## src/rtl/simd_lane_register.sv

```systemverilog
// Multi-lane AES state register: masked parallel writes, beat-wise valid/ready
// load with a completion pulse, lane rotation and synchronous clear.

module simd_lane_cell #(
    parameter int LANE_W = 8
) (
    input  logic              clk,
    input  logic              rst,
    input  logic              clr,
    input  logic              wr,
    input  logic [LANE_W-1:0] wr_d,
    input  logic              bw,
    input  logic [LANE_W-1:0] bw_d,
    input  logic              rot,
    input  logic [LANE_W-1:0] rot_d,
    output logic [LANE_W-1:0] q
);
    always_ff @(posedge clk or negedge rst) begin
        if (!rst)     q <= '0;
        else if (clr) q <= '0;
        else if (wr)  q <= wr_d;
        else if (bw)  q <= bw_d;
        else if (rot) q <= rot_d;
    end
endmodule

module simd_lane_register #(
    parameter int LANES      = 16,
    parameter int LANE_W     = 8,
    parameter int BEAT_LANES = 4
) (
    input  logic                         clk,
    input  logic                         rst,
    input  logic                         clr,
    input  logic                         en,
    input  logic [LANES-1:0]             lane_mask,
    input  logic [LANES*LANE_W-1:0]      D,
    input  logic                         beat_valid,
    input  logic [BEAT_LANES*LANE_W-1:0] beat_data,
    output logic                         beat_ready,
    input  logic                         rot_en,
    output logic [LANES*LANE_W-1:0]      Q,
    output logic                         busy,
    output logic                         load_done
);
    localparam int BEATS = LANES / BEAT_LANES;
    localparam int KW    = (BEATS > 1) ? $clog2(BEATS) : 1;

    typedef enum logic {IDLE, LOAD} state_t;

    state_t  state, state_n;
    logic [KW-1:0] k, k_n;
    logic    done_n;
    logic    hs, rot_go;

    logic [LANES-1:0][LANE_W-1:0]      d_lanes, q_lanes;
    logic [BEAT_LANES-1:0][LANE_W-1:0] beat_lanes;

    assign d_lanes    = D;
    assign beat_lanes = beat_data;
    assign Q          = q_lanes;

    // Parallel write and clear both steal the bus, even with an empty mask.
    assign beat_ready = !clr && !en;
    assign hs         = beat_valid && beat_ready;
    assign rot_go     = rot_en && (state == IDLE) && !en && !clr && !hs;
    assign busy       = (state == LOAD);

    always_ff @(posedge clk or negedge rst) begin
        if (!rst) begin
            state     <= IDLE;
            k         <= '0;
            load_done <= 1'b0;
        end else begin
            state     <= state_n;
            k         <= k_n;
            load_done <= done_n;
        end
    end

    always_comb begin
        state_n = state;
        k_n     = k;
        done_n  = 1'b0;
        if (clr) begin
            state_n = IDLE;
            k_n     = '0;
        end else if (hs) begin
            if (k == KW'(BEATS - 1)) begin
                state_n = IDLE;
                k_n     = '0;
                done_n  = 1'b1;
            end else begin
                state_n = LOAD;
                k_n     = k + KW'(1);
            end
        end
    end

    // Lane i belongs to beat i/BEAT_LANES; rotation pulls from lane i+1.
    for (genvar i = 0; i < LANES; i++) begin : gen_lane
        localparam int BI  = i / BEAT_LANES;
        localparam int BJ  = i % BEAT_LANES;
        localparam int NXT = (i + 1) % LANES;

        simd_lane_cell #(.LANE_W(LANE_W)) u_lane (
            .clk   (clk),
            .rst   (rst),
            .clr   (clr),
            .wr    (en && lane_mask[i]),
            .wr_d  (d_lanes[i]),
            .bw    (hs && (k == KW'(BI))),
            .bw_d  (beat_lanes[BJ]),
            .rot   (rot_go),
            .rot_d (q_lanes[NXT]),
            .q     (q_lanes[i])
        );
    end
endmodule

```

## config.mk

```make
export PLATFORM = sky130hd
export DESIGN_NAME = simd_lane_register
export DESIGN_NICKNAME = d
export VERILOG_FILES = /design/src/rtl/simd_lane_register.sv
export SDC_FILE = /design/constraint.sdc
export NUM_CORES = 1
export LEC_CHECK = 0
export BUFFER_PORTS_ARGS = -buffer_cell sky130_fd_sc_hd__buf_2
export CAP_MARGIN = 20
export CORE_AREA = 5 5 142 144
export DETAILED_ROUTE_END_ITERATION = 10
export DIE_AREA = 0 0 147 149
export HOLD_SLACK_MARGIN = 0.12
export PLACE_DENSITY_LB_ADDON = 0.08
export SKIP_LAST_GASP = 1
export SYNTH_ARGS = -nofsm -noshare
export SYNTH_HDL_FRONTEND = slang
export SYNTH_HIERARCHICAL = 1
export SYNTH_SLANG_ARGS = --single-unit
```

## constraint.sdc

```tcl
create_clock -name clk -period 2.1 [get_ports clk]
set_input_delay 0.42 -clock clk [delete_from_list [all_inputs] [get_ports clk]]
set_output_delay 0.42 -clock clk [all_outputs]
set_load 0.005 [all_outputs]
```

## Word-level counts from Yosys, hierarchy flattened

Cells that the tools add are included.

- Add/subtract/negate cells: 1
- Equality and inequality tests: 3
- Mux-type cells: 73
- Bitwise gates (word level): 1
- Reductions and logical operators: 47

Operators by type and width:

| kind | number |
|---|---|
| 8-bit two-way mux | 64 |
| 4-bit nonzero test | 16 |
| 1-bit logical AND | 26 |
| 1-bit two-way mux | 6 |
| 2-bit two-way mux | 3 |
| 2-bit == test, second input constant | 2 |
| 1-bit zero test | 3 |
| 2-bit by 1-bit adder with 2-bit output, second input constant | 1 |
| 2-bit by 1-bit == test with 1-bit output, second input constant | 1 |
| 2-bit zero test | 1 |
| 2-bit nonzero test | 1 |
| 1-bit inverter | 1 |

- Flip-flop bits (word level): 132
- Bits of input ports: 182
- Output and inout bits: 131

## Logic depth before layout (Yosys ltp)

Gate-level depths: netlist of run 1.

- Word-level depth: 9
- Depth in mapped cells: 7
- Mapped depth without buffers: 6

## Cells and area by module

The synthesis of run 1 kept the hierarchy.

Modules (own cells, without submodules):

| module | instances | cells an instance | area each (µm²) | seq. area each (µm²) |
|---|---|---|---|---|
| simd_lane_cell | 16 | 45 | 493.0 | 200.2 |
| simd_lane_register | 1 | 45 | 382.9 | 100.1 |

## Worst setup path after synthesis of run 1

OpenSTA, ideal clock, no wires.

- Kind: input port to flip-flop
- Start: input clr
- End: register gen_lane[10].u_lane.q[6]
- Arrival: 2.148 ns
- Slack: -0.169 ns
- Stages on the path: 6
- Path buffers: 1
- Cell sequence: nor2_1 and3_1 buf_6 nor2b_1 a211o_1 a32o_1

- Word-level cells in the longest chain between the ends: 7
- Elaborated cells on any way between the ends: 11

RTL lines:

| what | RTL line | source |
|---|---|---|
| from (decl) | 34 | `input logic clr,` |
| 1-bit zero test | 64, 66 |  |
| 1-bit logical AND | 64 | `assign beat_ready = !clr && !en;` |
| 1-bit logical AND | 65 | `assign hs = beat_valid && beat_ready;` |
| 1-bit logical AND | 112 | `.bw (hs && (k == KW'(BI))),` |
| 8-bit two-way mux | 22 | `else if (bw) q <= bw_d;` |
| 8-bit two-way mux | 21 | `else if (wr) q <= wr_d;` |
| 8-bit two-way mux | 20 | `else if (clr) q <= '0;` |
| to (signal assigned) | 21 |  |
| to (signal assigned) | 22 |  |
| to (signal assigned) | 23 | `else if (rot) q <= rot_d;` |
| to (decl) | 16 | `output logic [LANE_W-1:0] q` |

Several ways; a longest one is shown, not always the timed one.
A chain may end at the register's enable or synchronous reset.

## Worst setup path in the final report of run 1

- Start: register k[0]
- End: register gen_lane[1].u_lane.q[0]

- Word-level cells in the longest chain between the ends: 5
- Elaborated cells on any way between the ends: 6

RTL lines:

| what | RTL line | source |
|---|---|---|
| from (decl) | 52 | `logic [KW-1:0] k, k_n;` |
| from (signal assigned) | 76 | `k <= k_n;` |
| 2-bit zero test * | 112 |  |
| 1-bit logical AND * | 112 |  |
| 8-bit two-way mux | 22 |  |
| 8-bit two-way mux | 21 |  |
| 8-bit two-way mux | 20 |  |
| to (signal assigned) | 21 |  |
| to (signal assigned) | 22 |  |
| to (signal assigned) | 23 |  |
| to (decl) | 16 |  |

Mark *: on every way between the ends. The rest lies on a longest branch, timed or not.

==> flow_summary.yaml, run 1 <==
routing:
  met2WireLength_um: 15000
  highest_layer: "met4"
  drc: 0
  dr_wl_met3_um: 3310
  vias_per_cell: 6.01
  via_count: 8236
  drt-total-wl_um: 33700
  drt_first_iter_violations: 720
  ant_nets: 0
  wl_per_cell_um: 24.5
  wl_met1_um: 14500
  first_pass_iters: 5
global_route:
  antenna_found_initial: 0
  grt_pass1_wl_um: 49500
  grt_pass1_vias: 8203
  grt.overflow.total: 0
  grt_max_degree: 46
  grtUsageTotal: 0.300
sta:
  fin_worst_skew_ns: 0.00789
  finalSetupViolCount: 0
  hold_violations: 0
  period_needed_ns: 1.97
  min_period_over_period: 0.940
  tightest_slew_ns: 0.524
  slew-limit-headroom: 0.648
  setup_ws_ns: 0.127
  maxSlewViolCount: 0
  max_freq_ghz: 0.507
  tns_ns: 0
  rsz0062_at_grt: "no"
cells_and_area:
  nets: 1310
  ff_latch_area_mm2: 0.00330
  insertedDiodeCount: 0
  layout-drive-gt1-share: 0.421
  fillers: 1655
  area_delta_synth_final_pct: 36.6
  multi_input_area_mm2: 0.00484
clock_network:
  root_buffer: "clkbuf_16"
  htreeDepth: 4
  cts_tree: "built"
  clock_sinks: 132
  numCtsBuffers: 17
  clkTransAtPathRegs_ns: 0.06
  clk_latency_ns: 0.42
  cts_buffer_depth: 2
  postCtsSetupBuffers: 0
floorplan:
  initial_core_util: 0.445
  fp.coreArea_mm2: 0.0186
  die_area_mm2: 0.0219
  ioPinCount: 313
  num_rows: 50
  die_w_um: 147
  die_h_um: 149
logic_synthesis:
  synth_seq_area_share: 0.399
  yosysMostFrequentCell: "dfrtp_1"
  synthesis.area_mm2: 0.00827
  synth_top_area_cell: "dfrtp_1"
  ys_top_cells_by_count: "dfrtp_1, a32o_1, nand2b_1, nor2b_1, a211o_1"
  synth.area.top_cells: "dfrtp_1, a32o_1, a211o_1"
  syn_nets: 951
  yosysUniqueCellTypes: 21
  syn_inst: 765
  async_flop_share: 1.00
  ys_seq_elements: 132
  synth_enable_flop_cells: 0
  avgSynthCellArea_um2: 10.8
  ys_warn_count: 6
  synth_flop_cell: "dfrtp_1"
  synth_top_cell_area_share: 0.399
pwr:
  irDropWorstVdd_v: 0.000561
  leakage_nw: 6.12
  power_density_mw_per_mm2: 668
min_path:
  holdPathStages: 3
  min_path_type: "in -> reg"
place:
  place_congestion: 0.878
  dp_slack_ns: -0.0752
  portBuffers: 312
  post-dp-hpwl_um: 25100
setup_path:
  crit_path_start_kind: "register"
  crit_path_end_kind: "register"
  ff2ff_path_depth: 8
  cp_max_fo: 12
  required_ns: 2.41
  cp.arrival_ns: 2.28
  path_class: "reg -> reg"
status:
  status: "completed"
run:
  max-cap-violations: 0
-- critical path, cell delays in order (launching register included) --
cell	delay, ns
dfrtp_1	0.44
inv_1	0.09
ha_1	0.20
and2_2	0.24
buf_4	0.20
nor3_1	0.23
nor2_2	0.05
buf_4	0.17
a32o_1	0.26
-- per-layer routing --
layer	up-vias	GRT usage
li1	3718	-
met1	4052	0.418
met2	420	0.451
met3	46	0.0836
met4	0	0.103
met5	-	0
-- final timing paths --
check	start	to	slack [ns]
worst min register to register	gen_lane[1].u_lane/q[7]$_DFFE_PN0P_	gen_lane[1].u_lane/q[7]$_DFFE_PN0P_	0.51
worst min-delay path	D[98]	gen_lane[12].u_lane/q[2]$_DFFE_PN0P_	0.34
worst max-delay path	k[0]$_DFFE_PN0P_	gen_lane[1].u_lane/q[0]$_DFFE_PN0P_	0.13
worst max register to register	k[0]$_DFFE_PN0P_	gen_lane[1].u_lane/q[0]$_DFFE_PN0P_	0.13
max in group asynchronous	rst	gen_lane[13].u_lane/q[0]$_DFFE_PN0P_	0.98
min in group asynchronous	rst	gen_lane[7].u_lane/q[3]$_DFFE_PN0P_	0.50
-- cells in the final DEF, fill, tap and decap left out, drive strengths merged --
cell,instances
a211o,128
clkinv,6
a21oi,1
bufinv,5
a32o,128
dfrtp,132
clkinvlp,1
nand2b,129
and3,2
inv,3
mux2i,2
nor4,16
buf,372
dlygate4sd3,1
nor3b,1
ha,4
nor2b,128
clkbuf,19
nor3,16
and2,20
nor2,23
-- sequential cells by signal (all words and copies together) (netlist names) --
register	count
gen_lane.u_lane/q	128
k	2
busy	1
load_done	1
-- layout make-up --
class,count,area share
Clock buffer,19,0.0401
Timing Repair Buffer,373,0.195
Inverter,2,0.000665
Clock inverter,13,0.0181
Multi-Input combinational cell,598,0.428
Sequential cell,132,0.292
Tap cell,234,0.0259
-- metrics by stage --
stage,total power [W],cell area [µm²],instances,util,hold WS (ns)
6_report,0.00755,11300,1371,0.608,0.337
5_1_grt,0.00783,11300,1371,0.608,0.346
4_1_cts,0.00754,11200,1371,0.602,0.330
3_5_place_dp,0.00421,10500,1338,0.565,0.405
3_3_place_gp,0.00420,10500,1338,0.565,0.396
2_1_floorplan,0.00347,8270,765,-,0.124
-- where the power goes --
group,leakage (nW),switching (W),internal [W],total (W)
registers,1.81,0.000120,0.00266,0.00278
clock network,0.323,0.00116,0.00217,0.00333
logic,3.99,0.000746,0.000687,0.00143
total,6.12,0.00203,0.00552,0.00755
-- what timing repair did --
| action | CTS | global route |
|---|---|---|
| pin swaps | 0 | 0 |
| gates resized for setup | 4 | 12 |
| endpoints found under the setup margin | 17 | 96 |
| hold endpoints to repair | 27 | 0 |
| hold buffers | 1 | 0 |
-- logic make-up after synthesis --
| group | after synthesis | share of synthesized area |
|---|---|---|
| multiplexers | 2 | 0.00242 |
| flip-flops | 132 | 0.399 |
| buffers and inverters | 35 | 0.0330 |
| AND/OR/NAND/NOR | 335 | 0.263 |
| adder cells (fa/ha/maj) | 4 | 0.00605 |
| AO/OA/AOI/OAI | 257 | 0.296 |
(Power assumes the default switching activity.)
==> inputs of run 2 (changes only) <==
--- a/config.mk
+++ b/config.mk
@@ -12,6 +12,7 @@
 export DIE_AREA = 0 0 147 149
 export HOLD_SLACK_MARGIN = 0.12
 export PLACE_DENSITY_LB_ADDON = 0.08
+export RECOVER_POWER = 50
 export SKIP_LAST_GASP = 1
 export SYNTH_ARGS = -nofsm -noshare
 export SYNTH_HDL_FRONTEND = slang
==> run 2 against run 1 <==
Die area stayed put. Worst setup slack worse by 0.0029 ns. Register-to-register slack hardly changed. Fmax is 0.15% lower. Cell area shrank 0.56%. Core utilization is 0.34 points lower. Non-clock buffer count unchanged. Critical path type unchanged.
==> flow_summary.yaml, run 2 (synthesized netlist as in run 1, its figures left out) <==
floorplan:
  ioPinCount: 313
  die_h_um: 149
  die_w_um: 147
  die_area_mm2: 0.0219
  num_rows: 50
  fp.coreArea_mm2: 0.0186
  initial_core_util: 0.445
clock_network:
  root_buffer: "clkbuf_16"
  clk_latency_ns: 0.42
  numCtsBuffers: 17
  clock_sinks: 132
  cts_tree: "built"
  cts_buffer_depth: 2
  postCtsSetupBuffers: 0
  htreeDepth: 4
  clkTransAtPathRegs_ns: 0.06
global_route:
  grt_pass1_vias: 8203
  grt_max_degree: 46
  grt_pass1_wl_um: 49500
  grtUsageTotal: 0.300
  grt.overflow.total: 0
  antenna_found_initial: 0
setup_path:
  rrSetupSlack_ns: 0.12
  required_ns: 2.41
  cp_max_fo: 12
  r2r-end: "gen_lane[1].u_lane/q[0]$_DFFE_PN0P_"
  reg2reg_from: "k[0]$_DFFE_PN0P_"
  cp.arrival_ns: 2.29
  ff2ff_path_depth: 8
  crit_path_end_kind: "register"
  crit_path_start_kind: "register"
  path_class: "reg -> reg"
min_path:
  min_path_type: "in -> reg"
  hp-start: "D[98]"
  holdPathStages: 3
  min_to: "gen_lane[12].u_lane/q[2]$_DFFE_PN0P_"
pwr:
  irDropWorstVdd_v: 0.000568
  leakage_nw: 5.97
  power_density_mw_per_mm2: 671
cells_and_area:
  largest_reg_flops: 128
  top_regs: "gen_lane.u_lane/q: 128 flops, k: 2 flops"
  mostFrequentLayoutCell: "buf_2"
  nets: 1310
  top_register: "gen_lane.u_lane/q"
  area_delta_synth_final_pct: 35.8
  instances_no_fill: 1372
  final_cell_mix: "buf_2, dfrtp_1, nor2b_1, nand2b_1, a32o_1"
  layout-drive-gt1-share: 0.391
  final_util: 0.605
sta:
  rsz0062_at_grt: "no"
  hold_violations: 0
  period_needed_ns: 1.98
  max_freq_ghz: 0.506
  setup_ws_ns: 0.124
  whs_ns: 0.334
  tightest_slew_ns: 0.894
  fin_worst_skew_ns: 0.00729
  slew-limit-headroom: 0.404
  finalSetupViolCount: 0
  maxSlewViolCount: 0
  min_period_over_period: 0.941
place:
  place_congestion: 0.878
  portBuffers: 312
  place_inst: 1338
  dp_slack_ns: -0.0752
  post-dp-hpwl_um: 25100
routing:
  drc: 0
  ant_nets: 0
  vias_per_cell: 5.99
  drt_first_iter_violations: 694
  first_pass_iters: 5
  via_count: 8215
  drt-total-wl_um: 33700
  wl_per_cell_um: 24.6
run:
  max-cap-violations: 0
status:
  status: "completed"
==> run 2: layout make-up <==
class | count | area (µm²)
fillers | 1664 | 7350
clock inverters | 13 | 204
inverters | 2 | 7.51
well taps | 234 | 293
flip-flops and latches | 132 | 3300
clock buffers | 19 | 453
diodes | 1 | 2.50
repair buffers | 373 | 2130
multi-input cells | 598 | 4840
==> run 2: report_power, final <==
| group | switching (W) | internal (W) | leakage, nW |
|---|---|---|---|
| sequential | 0.000120 | 0.00266 | 1.81 |
| combinational | 0.000746 | 0.000674 | 3.84 |
| clock | 0.00117 | 0.00217 | 0.323 |
==> run 2: metrics by stage <==
stage	power, W	cell area, µm²	setup TNS (ns)
2_1_floorplan	0.00347	8270	0
3_3_place_gp	0.00420	10500	-2.54
3_5_place_dp	0.00421	10500	-3.69
4_1_cts	0.00754	11200	0
5_1_grt	0.00782	11200	0
6_report	0.00754	11200	0
==> run 2: worst max-delay path: stages, from the launching register on <==
cell and delay [ns]:
dfrtp_1 0.44, inv_1 0.09, ha_1 0.20, and2_2 0.24, buf_4 0.20, nor3_1 0.23, nor2_2 0.05, buf_4 0.17
a32o_1 0.26
==> run 2: worst max-delay path by stage <==
stage / start / end / slack (ns) / cells after the start
6_report: k[0]$_DFFE_PN0P_ / gen_lane[1].u_lane/q[0]$_DFFE_PN0P_ / 0.12 / 8
5_1_grt: k[0]$_DFFE_PN0P_ / gen_lane[10].u_lane/q[0]$_DFFE_PN0P_ / 0.004 / 8
4_1_cts: k[0]$_DFFE_PN0P_ / gen_lane[15].u_lane/q[2]$_DFFE_PN0P_ / 0.02 / 5
3_5_place_dp: en / gen_lane[15].u_lane/q[2]$_DFFE_PN0P_ / -0.08 / 7
3_3_place_gp: en / gen_lane[2].u_lane/q[7]$_DFFE_PN0P_ / -0.05 / 7
2_1_floorplan: en / gen_lane[12].u_lane/q[6]$_DFFE_PN0P_ / 0.09 / 7
==> run 2: what timing repair did <==
action / in CTS / in global routing
endpoints found under the setup margin: 17 / 96
gates resized for setup: 4 / 12
hold buffers: 1 / 0
hold endpoints to repair: 27 / 0
gates cloned: 0 / 0
==> run 2: per-layer routing <==
| metal | up-vias | GRT usage | part of all wire |
|---|---|---|---|
| met3 | 50 | 0.0836 | 0.093 |
| met2 | 423 | 0.451 | 0.44 |
| met1 | 4020 | 0.418 | 0.44 |
| met5 | - | 0 | 0 |
| met4 | 0 | 0.103 | 0.027 |
| li1 | 3722 | - | - |
